<file path="config.mk">
export PLATFORM = sky130hd
export DESIGN_NAME = truth_table_sweeper_flat
export DESIGN_NICKNAME = d
export VERILOG_FILES = /design/src/rtl/truth_table_sweeper_if.sv /design/src/rtl/truth_table_sweeper.sv /design/src/flat_wrapper.sv
export SDC_FILE = /design/constraint.sdc
export NUM_CORES = 1
export LEC_CHECK = 0
export BUFFER_PORTS_ARGS = -buffer_cell sky130_fd_sc_hd__buf_2
export CORE_AREA = 8 8 67 69
export CTS_BUF_LIST = sky130_fd_sc_hd__clkbuf_2 sky130_fd_sc_hd__clkbuf_4 sky130_fd_sc_hd__clkbuf_8
export DETAILED_ROUTE_END_ITERATION = 6
export DIE_AREA = 0 0 75 77
export HOLD_SLACK_MARGIN = 0.03
export PLACE_DENSITY = 0.77
export SLEW_MARGIN = 20
export SYNTH_ARGS = -nofsm -noshare
export SYNTH_HDL_FRONTEND = slang
export SYNTH_SLANG_ARGS = --single-unit
</file>
<file path="constraint.sdc">
create_clock -name clk -period 5.3 [get_ports clk]
set_clock_uncertainty 0.05 [all_clocks]
set_input_delay 0 -clock clk [delete_from_list [all_inputs] [get_ports clk]]
set_output_delay 0 -clock clk [all_outputs]
set_load 0.1 [all_outputs]
</file>
<file path="src/rtl/truth_table_sweeper_if.sv">
// -----------------------------------------------------------------------------
// truth_table_sweeper_if
//
// Purpose : Groups the host/test-controller side of truth_table_sweeper in one
//           bundle. The host uses the master modport and the sweeper uses the
//           slave modport.
//
// Signals :
//   start        host -> sweeper  request a sweep (accepted only while idle)
//   abort        host -> sweeper  cancel an in-progress sweep
//   busy         sweeper -> host  high while the input vectors are being swept
//   done         sweeper -> host  one-cycle pulse when a sweep completes
//   valid        sweeper -> host  truth_table holds a complete sweep
//   truth_table  sweeper -> host  bit i = q sampled with {a,b,c,d} = i
//
// Optional (macro TRUTH_TABLE_SWEEPER_COMPARE_EN):
//   exp_table           host -> sweeper  expected table, stable start..done
//   match               sweeper -> host  valid and no mismatches
//   mismatch_cnt        sweeper -> host  number of differing entries
//   first_mismatch_idx  sweeper -> host  index of the first differing entry
// -----------------------------------------------------------------------------
interface truth_table_sweeper_if;

   logic        start;
   logic        abort;
   logic        busy;
   logic        done;
   logic        valid;
   logic [15:0] truth_table;

`ifdef TRUTH_TABLE_SWEEPER_COMPARE_EN
   logic [15:0] exp_table;
   logic        match;
   logic [4:0]  mismatch_cnt;
   logic [3:0]  first_mismatch_idx;

   modport master (
      output start, abort, exp_table,
      input  busy, done, valid, truth_table, match, mismatch_cnt, first_mismatch_idx
   );

   modport slave (
      input  start, abort, exp_table,
      output busy, done, valid, truth_table, match, mismatch_cnt, first_mismatch_idx
   );
`else
   modport master (
      output start, abort,
      input  busy, done, valid, truth_table
   );

   modport slave (
      input  start, abort,
      output busy, done, valid, truth_table
   );
`endif

endinterface : truth_table_sweeper_if

</file>
<file path="src/rtl/truth_table_sweeper.sv">
// -----------------------------------------------------------------------------
// truth_table_sweeper
//
// Purpose : Characterizes a 4-input combinational circuit. On start it drives
//           every input combination 0..15 onto {a,b,c,d} in ascending order,
//           holds each one for SETTLE_CYCLES cycles, samples q_in once, and
//           builds a 16-bit truth table (bit i = q with {a,b,c,d} = i).
//
// Parameters :
//   SETTLE_CYCLES  cycles each vector is held before q_in is sampled (1..15)
//
// Ports :
//   clk      clock, all state updates on the rising edge
//   resetn   asynchronous active-low reset
//   host     truth_table_sweeper_if.slave (start/abort/busy/done/valid/table)
//   a,b,c,d  circuit inputs, a = bit 3 ... d = bit 0 of the vector index
//   q_in     circuit output being characterized
//
// Optional feature : define TRUTH_TABLE_SWEEPER_COMPARE_EN to compare each
//   sample against host.exp_table and report match / mismatch_cnt /
//   first_mismatch_idx. Without it that logic and those signals are absent.
// -----------------------------------------------------------------------------
module truth_table_sweeper #(
   parameter int unsigned SETTLE_CYCLES = 2
) (
   input  logic                   clk,
   input  logic                   resetn,
   truth_table_sweeper_if.slave   host,
   output logic                   a,
   output logic                   b,
   output logic                   c,
   output logic                   d,
   input  logic                   q_in
);

   typedef enum logic [1:0] {
      S_IDLE,
      S_SETTLE,
      S_SAMPLE,
      S_DONE
   } state_e;

   localparam logic [3:0] SETTLE_LAST = 4'(SETTLE_CYCLES - 1);
   localparam logic [3:0] IDX_LAST    = 4'd15;

   state_e      state_q, state_d;
   logic [3:0]  idx_q, idx_d;
   logic [3:0]  cnt_q, cnt_d;
   logic [3:0]  abcd_q, abcd_d;
   logic [15:0] table_q, table_d;
   logic        valid_q, valid_d;

   // abort beats start when both arrive in IDLE.
   logic start_accept;
   assign start_accept = (state_q == S_IDLE) && host.start && !host.abort;

`ifdef TRUTH_TABLE_SWEEPER_COMPARE_EN
   logic [4:0] mcnt_q, mcnt_d;
   logic [3:0] first_q, first_d;
   logic       sample_differs;

   assign sample_differs = (q_in != host.exp_table[idx_q]);
`endif

   // --------------------------------------------------------------------------
   // FSM process 1: state register
   // --------------------------------------------------------------------------
   // NOTE: sequential state uses non-blocking assignments so every register
   // samples the pre-edge value of every other register.
   always_ff @(posedge clk or negedge resetn) begin
      if (!resetn) begin
         state_q <= S_IDLE;
      end else begin
         state_q <= state_d;
      end
   end

   // --------------------------------------------------------------------------
   // FSM process 2: next-state logic
   // --------------------------------------------------------------------------
   // NOTE: every combinational output gets a default before the case so no
   // path leaves it unassigned and no latch is inferred.
   always_comb begin
      state_d = state_q;
      unique case (state_q)
         S_IDLE: begin
            if (start_accept) state_d = S_SETTLE;
         end
         S_SETTLE: begin
            if (host.abort)                state_d = S_IDLE;
            else if (cnt_q == SETTLE_LAST) state_d = S_SAMPLE;
         end
         S_SAMPLE: begin
            if (host.abort)            state_d = S_IDLE;
            else if (idx_q == IDX_LAST) state_d = S_DONE;
            else                        state_d = S_SETTLE;
         end
         S_DONE: begin
            state_d = S_IDLE;
         end
         default: state_d = S_IDLE;
      endcase
   end

   // --------------------------------------------------------------------------
   // FSM process 3: state-decoded outputs
   // --------------------------------------------------------------------------
   always_comb begin
      host.busy = (state_q == S_SETTLE) || (state_q == S_SAMPLE);
      host.done = (state_q == S_DONE);
   end

   // --------------------------------------------------------------------------
   // Datapath next-state: vector index, settle counter, circuit drive, table
   // --------------------------------------------------------------------------
   always_comb begin
      idx_d   = idx_q;
      cnt_d   = cnt_q;
      abcd_d  = abcd_q;
      table_d = table_q;
      valid_d = valid_q;
`ifdef TRUTH_TABLE_SWEEPER_COMPARE_EN
      mcnt_d  = mcnt_q;
      first_d = first_q;
`endif
      unique case (state_q)
         S_IDLE: begin
            abcd_d = 4'd0;
            if (start_accept) begin
               idx_d   = 4'd0;
               cnt_d   = 4'd0;
               table_d = 16'd0;
               valid_d = 1'b0;
`ifdef TRUTH_TABLE_SWEEPER_COMPARE_EN
               mcnt_d  = 5'd0;
               first_d = 4'd0;
`endif
            end
         end
         S_SETTLE: begin
            // The counter overshoots by one on the way into SAMPLE; it is
            // cleared again before the next vector starts settling.
            if (host.abort) abcd_d = 4'd0;
            else            cnt_d  = cnt_q + 4'd1;
         end
         S_SAMPLE: begin
            if (host.abort) begin
               // Abort takes priority over the pending sample; earlier
               // entries of the table are kept.
               abcd_d = 4'd0;
            end else begin
               table_d[idx_q] = q_in;
`ifdef TRUTH_TABLE_SWEEPER_COMPARE_EN
               if (sample_differs) begin
                  mcnt_d = mcnt_q + 5'd1;
                  if (mcnt_q == 5'd0) first_d = idx_q;
               end
`endif
               if (idx_q == IDX_LAST) begin
                  abcd_d = 4'd0;
               end else begin
                  idx_d  = idx_q + 4'd1;
                  cnt_d  = 4'd0;
                  abcd_d = idx_q + 4'd1;
               end
            end
         end
         S_DONE: begin
            valid_d = 1'b1;
            abcd_d  = 4'd0;
         end
         default: abcd_d = 4'd0;
      endcase
   end

   // NOTE: all datapath registers, including the truth table, are reset so
   // the outputs read zero immediately when resetn falls.
   always_ff @(posedge clk or negedge resetn) begin
      if (!resetn) begin
         idx_q   <= 4'd0;
         cnt_q   <= 4'd0;
         abcd_q  <= 4'd0;
         table_q <= 16'd0;
         valid_q <= 1'b0;
      end else begin
         idx_q   <= idx_d;
         cnt_q   <= cnt_d;
         abcd_q  <= abcd_d;
         table_q <= table_d;
         valid_q <= valid_d;
      end
   end

`ifdef TRUTH_TABLE_SWEEPER_COMPARE_EN
   always_ff @(posedge clk or negedge resetn) begin
      if (!resetn) begin
         mcnt_q  <= 5'd0;
         first_q <= 4'd0;
      end else begin
         mcnt_q  <= mcnt_d;
         first_q <= first_d;
      end
   end

   assign host.mismatch_cnt       = mcnt_q;
   assign host.first_mismatch_idx = first_q;
   assign host.match              = valid_q && (mcnt_q == 5'd0);
`endif

   assign {a, b, c, d}     = abcd_q;
   assign host.truth_table = table_q;
   assign host.valid       = valid_q;

endmodule : truth_table_sweeper

</file>
<file path="src/flat_wrapper.sv">
// flat-port wrapper written by rule: the top's interface ports become plain ports
module truth_table_sweeper_flat 
#(
   parameter int unsigned SETTLE_CYCLES = 2
)
  (clk, resetn, a, b, c, d, q_in, host_start, host_abort, host_busy, host_done, host_valid, host_truth_table);
  truth_table_sweeper_if host_i ();
  input  logic clk;
  input  logic resetn;
  output logic a;
  output logic b;
  output logic c;
  output logic d;
  input  logic q_in;
  input wire logic [$bits(host_i.start)-1:0] host_start;
  input wire logic [$bits(host_i.abort)-1:0] host_abort;
  output wire logic [$bits(host_i.busy)-1:0] host_busy;
  output wire logic [$bits(host_i.done)-1:0] host_done;
  output wire logic [$bits(host_i.valid)-1:0] host_valid;
  output wire logic [$bits(host_i.truth_table)-1:0] host_truth_table;
  assign host_i.start = host_start;
  assign host_i.abort = host_abort;
  assign host_busy = host_i.busy;
  assign host_done = host_i.done;
  assign host_valid = host_i.valid;
  assign host_truth_table = host_i.truth_table;
  truth_table_sweeper #(.SETTLE_CYCLES(SETTLE_CYCLES)) u_core (.clk(clk), .resetn(resetn), .host(host_i), .a(a), .b(b), .c(c), .d(d), .q_in(q_in));
endmodule
</file>
==> flow_metrics.env <==
export IMPL_outcome="finished clean"
export IMPL_syn_area_per_cell_sq_um=9.62
export IMPL_wire_per_inst_um=15.6
export IMPL_synth_edff_count=0
export IMPL_timing_setup_tns_ps=0
export IMPL_dr_pass1_iters=4
export IMPL_hold_viol=0
export IMPL_rsz0062_at_grt="no"
export IMPL_multiInputGateArea_sq_um=935
export IMPL_hold_path_class="in2reg"
export IMPL_fill_cells=332
export IMPL_startpoint_type="flop"
export IMPL_synth_ff_type="dfrtp_1"
export IMPL_place_ws_ps=3070
export IMPL_synth_top_family_by_area="compound AO/OA/AOI/OAI gates"
export IMPL_synth_compound_area_share_pct=19.7
export IMPL_cts_tree="built"
export IMPL_seqCellArea_sq_um=776
export IMPL_ys_seq_elements=31
export IMPL_fin_total_pwr_mw=0.929
export IMPL_synth_nets=208
export IMPL_period_needed_ps=2240
export IMPL_cts_made_buffers=5
export IMPL_clock_path_buffers=2
export IMPL_yosysWarnings=0
export IMPL_grt_pass1_vias=1513
export IMPL_synthSimpleGateAreaFrac_pct=18.9
export IMPL_clkSinkCount=31
export IMPL_synth_top_area_share_pct=42.0
export IMPL_numPortBuffers=27
export IMPL_leakagePower_nw=0.914
export IMPL_synthTopCellsByArea="dfrtp_1, ha_1, a211oi_1"
export IMPL_netlist_area_sq_mm=0.00185
export IMPL_antenna_found_initial=0
export IMPL_gp_congestion=0.805
export IMPL_clkTransAtPathRegs_ps=100
export IMPL_core_area_sq_mm=0.00350
export IMPL_die_h_um=77
export IMPL_yosys_area_top_type="dfrtp_1"
export IMPL_synth_xor_area_share_pct=0.474
export IMPL_nNetsFinal=231
export IMPL_dieArea_sq_mm=0.00578
export IMPL_yosysUniqueCellTypes=39
export IMPL_peakVddDrop_v=0.000516
export IMPL_wl_um=4130
export IMPL_synth_most_common_cell="dfrtp_1"
export IMPL_synth_cells=192
export IMPL_route_detailed_drc=0
export IMPL_grt_total_usage_pct=14.9
export IMPL_ctsRootBufferMaster="clkbuf_4"
export IMPL_diodes=0
export IMPL_setup_violations=0
export IMPL_async_flop_share_pct=100
export IMPL_endpoint_kind="flop"
export IMPL_r2r_cells=5
export IMPL_critPathKind="reg2reg"
export IMPL_hpwl_um=2880
export IMPL_whs_path_depth=2
export IMPL_rows=22
export IMPL_cp_data_required_time_ps=5480
export IMPL_slew_headroom_pct=45.2
export IMPL_overflow=0
export IMPL_worst_slack_ps=3060
export IMPL_fin_util_pct=59.7
export IMPL_drv_slew=0
export IMPL_arrival_ps=2410
export IMPL_first_iter_violations=119
export IMPL_cts_resized=0
export IMPL_layout_drive_gt1_share_pct=20.8
export IMPL_crit_fanout=14
export IMPL_io_pins=28
export IMPL_vias_per_cell=5.80
export IMPL_yosysSeqAreaShare_pct=42.0
export IMPL_max_cap_violations=0
export IMPL_initial_core_util_pct=52.8
export IMPL_via_count=1530
export IMPL_die_w_um=75
export IMPL_synth_commonest_cells="dfrtp_1, inv_1, o22ai_1"
export IMPL_clk_latency_ps=330
export IMPL_synthAdderAreaFrac_pct=7.45
export IMPL_grt_pass1_wl_um=6840
export IMPL_tightest_slew_ps=806
export IMPL_syn2layout_area_growth_pct=13.1
export IMPL_ant_nets=0
export IMPL_power_density_mw_per_mm2=445
export IMPL_fmaxAchievable_mhz=447
export IMPL_period_share_pct=42.2
export IMPL_synth_area_mux_share_pct=3.86
export IMPL_grt_start_max_net_pins=32
export IMPL_htree_levels=2
## worst max-delay path, cell delays in order, from the launching register on
cell     delay (ps)
dfrtp_1         390
inv_1           100
ha_1            400
o31a_1          360
nor4_1          460
mux2_2          380
## registers in the layout, summed over array words and instances, names as in the netlist
name and cells:
u_core.host.truth_table 16, u_core.idx_q 4, u_core.state_q 2, u_core.host.valid 1, u_core.cnt_q 4, u_core.abcd_q 4
## final timing paths
path                                                            to  slack [ps]                           from
max                                    u_core.cnt_q[0]$_DFFE_PN0P_        3060  u_core.state_q[0]$_DFFE_PN0P_
max in group asynchronous            u_core.state_q[1]$_DFFE_PN0P_        4580                         resetn
min in group asynchronous  u_core.host.truth_table[10]$_DFFE_PN0P_         180                         resetn
max reg2reg                            u_core.cnt_q[0]$_DFFE_PN0P_        3060  u_core.state_q[0]$_DFFE_PN0P_
min reg2reg                           u_core.abcd_q[0]$_DFFE_PN0N_         440   u_core.abcd_q[0]$_DFFE_PN0N_
min                                   u_core.abcd_q[2]$_DFFE_PN0N_          70                     host_abort
## layout by cell type, fill, tap and decap left out, types with 2 or more instances in the layout
master,instances
dfrtp_1,31
a211oi_1,16
a21oi_1,3
nand3b_1,10
nor2b_1,3
o41ai_1,3
nor2_1,2
and4_1,2
clkbuf_4,5
nand2_1,7
o22ai_1,17
inv_1,23
or3b_2,5
nand3_1,11
mux2i_1,5
o21ai_0,3
ha_1,11
o31ai_1,2
buf_2,27
nand2b_1,7
## cells by family (layout without fill, tap and decap cells)
logic type	Yosys count	count (layout)
muxes	7	7
AOI/OAI and AO/OA	52	52
adders and majority gates	11	11
buffers and inverters	35	59
DFF	31	31
xor gates and xnor gates	1	1
and+or+nand+nor	55	55
## report_power, final
part	switching (mW)	total [mW]	internal [mW]
logic	0.308	0.443	0.135
registers	0.0273	0.292	0.264
clock network	0.0830	0.194	0.111
total	0.418	0.929	0.511
## timing repair
action                    in CTS  in global routing
setup buffers                  0                  0
hold endpoints to repair      31                  0
hold buffers                   1                  0
## layout make-up
cell class | instances | share of cell area (%)
Tap cell | 48 | 2.88
Sequential cell | 31 | 37.1
Inverter | 23 | 4.13
Clock buffer | 6 | 2.46
Multi-Input combinational cell | 126 | 44.8
Timing Repair Buffer | 28 | 6.95
Clock inverter | 2 | 1.68
## per-stage QoR
step	hold WS, ps	area, sq um	std cells
3_5_place_dp	30.9	1990	255
4_1_cts	47.3	2090	264
2_1_floorplan	-346	1850	192
6_report	68.8	2090	264
5_1_grt	103	2090	264
3_3_place_gp	21.4	1990	255
## per-layer routing
| layer | global-route usage, % | up-vias | share of wire [%] |
|---|---|---|---|
| met3 | 4.29 | 7 | 5.8 |
| met4 | 5.88 | 0 | 1.3 |
| met1 | 16.9 | 744 | 44 |
| met2 | 25.2 | 34 | 49 |
| li1 | - | 745 | - |
| met5 | 0 | - | 0 |
No activity file was read; power rests on OpenSTA's default activity.
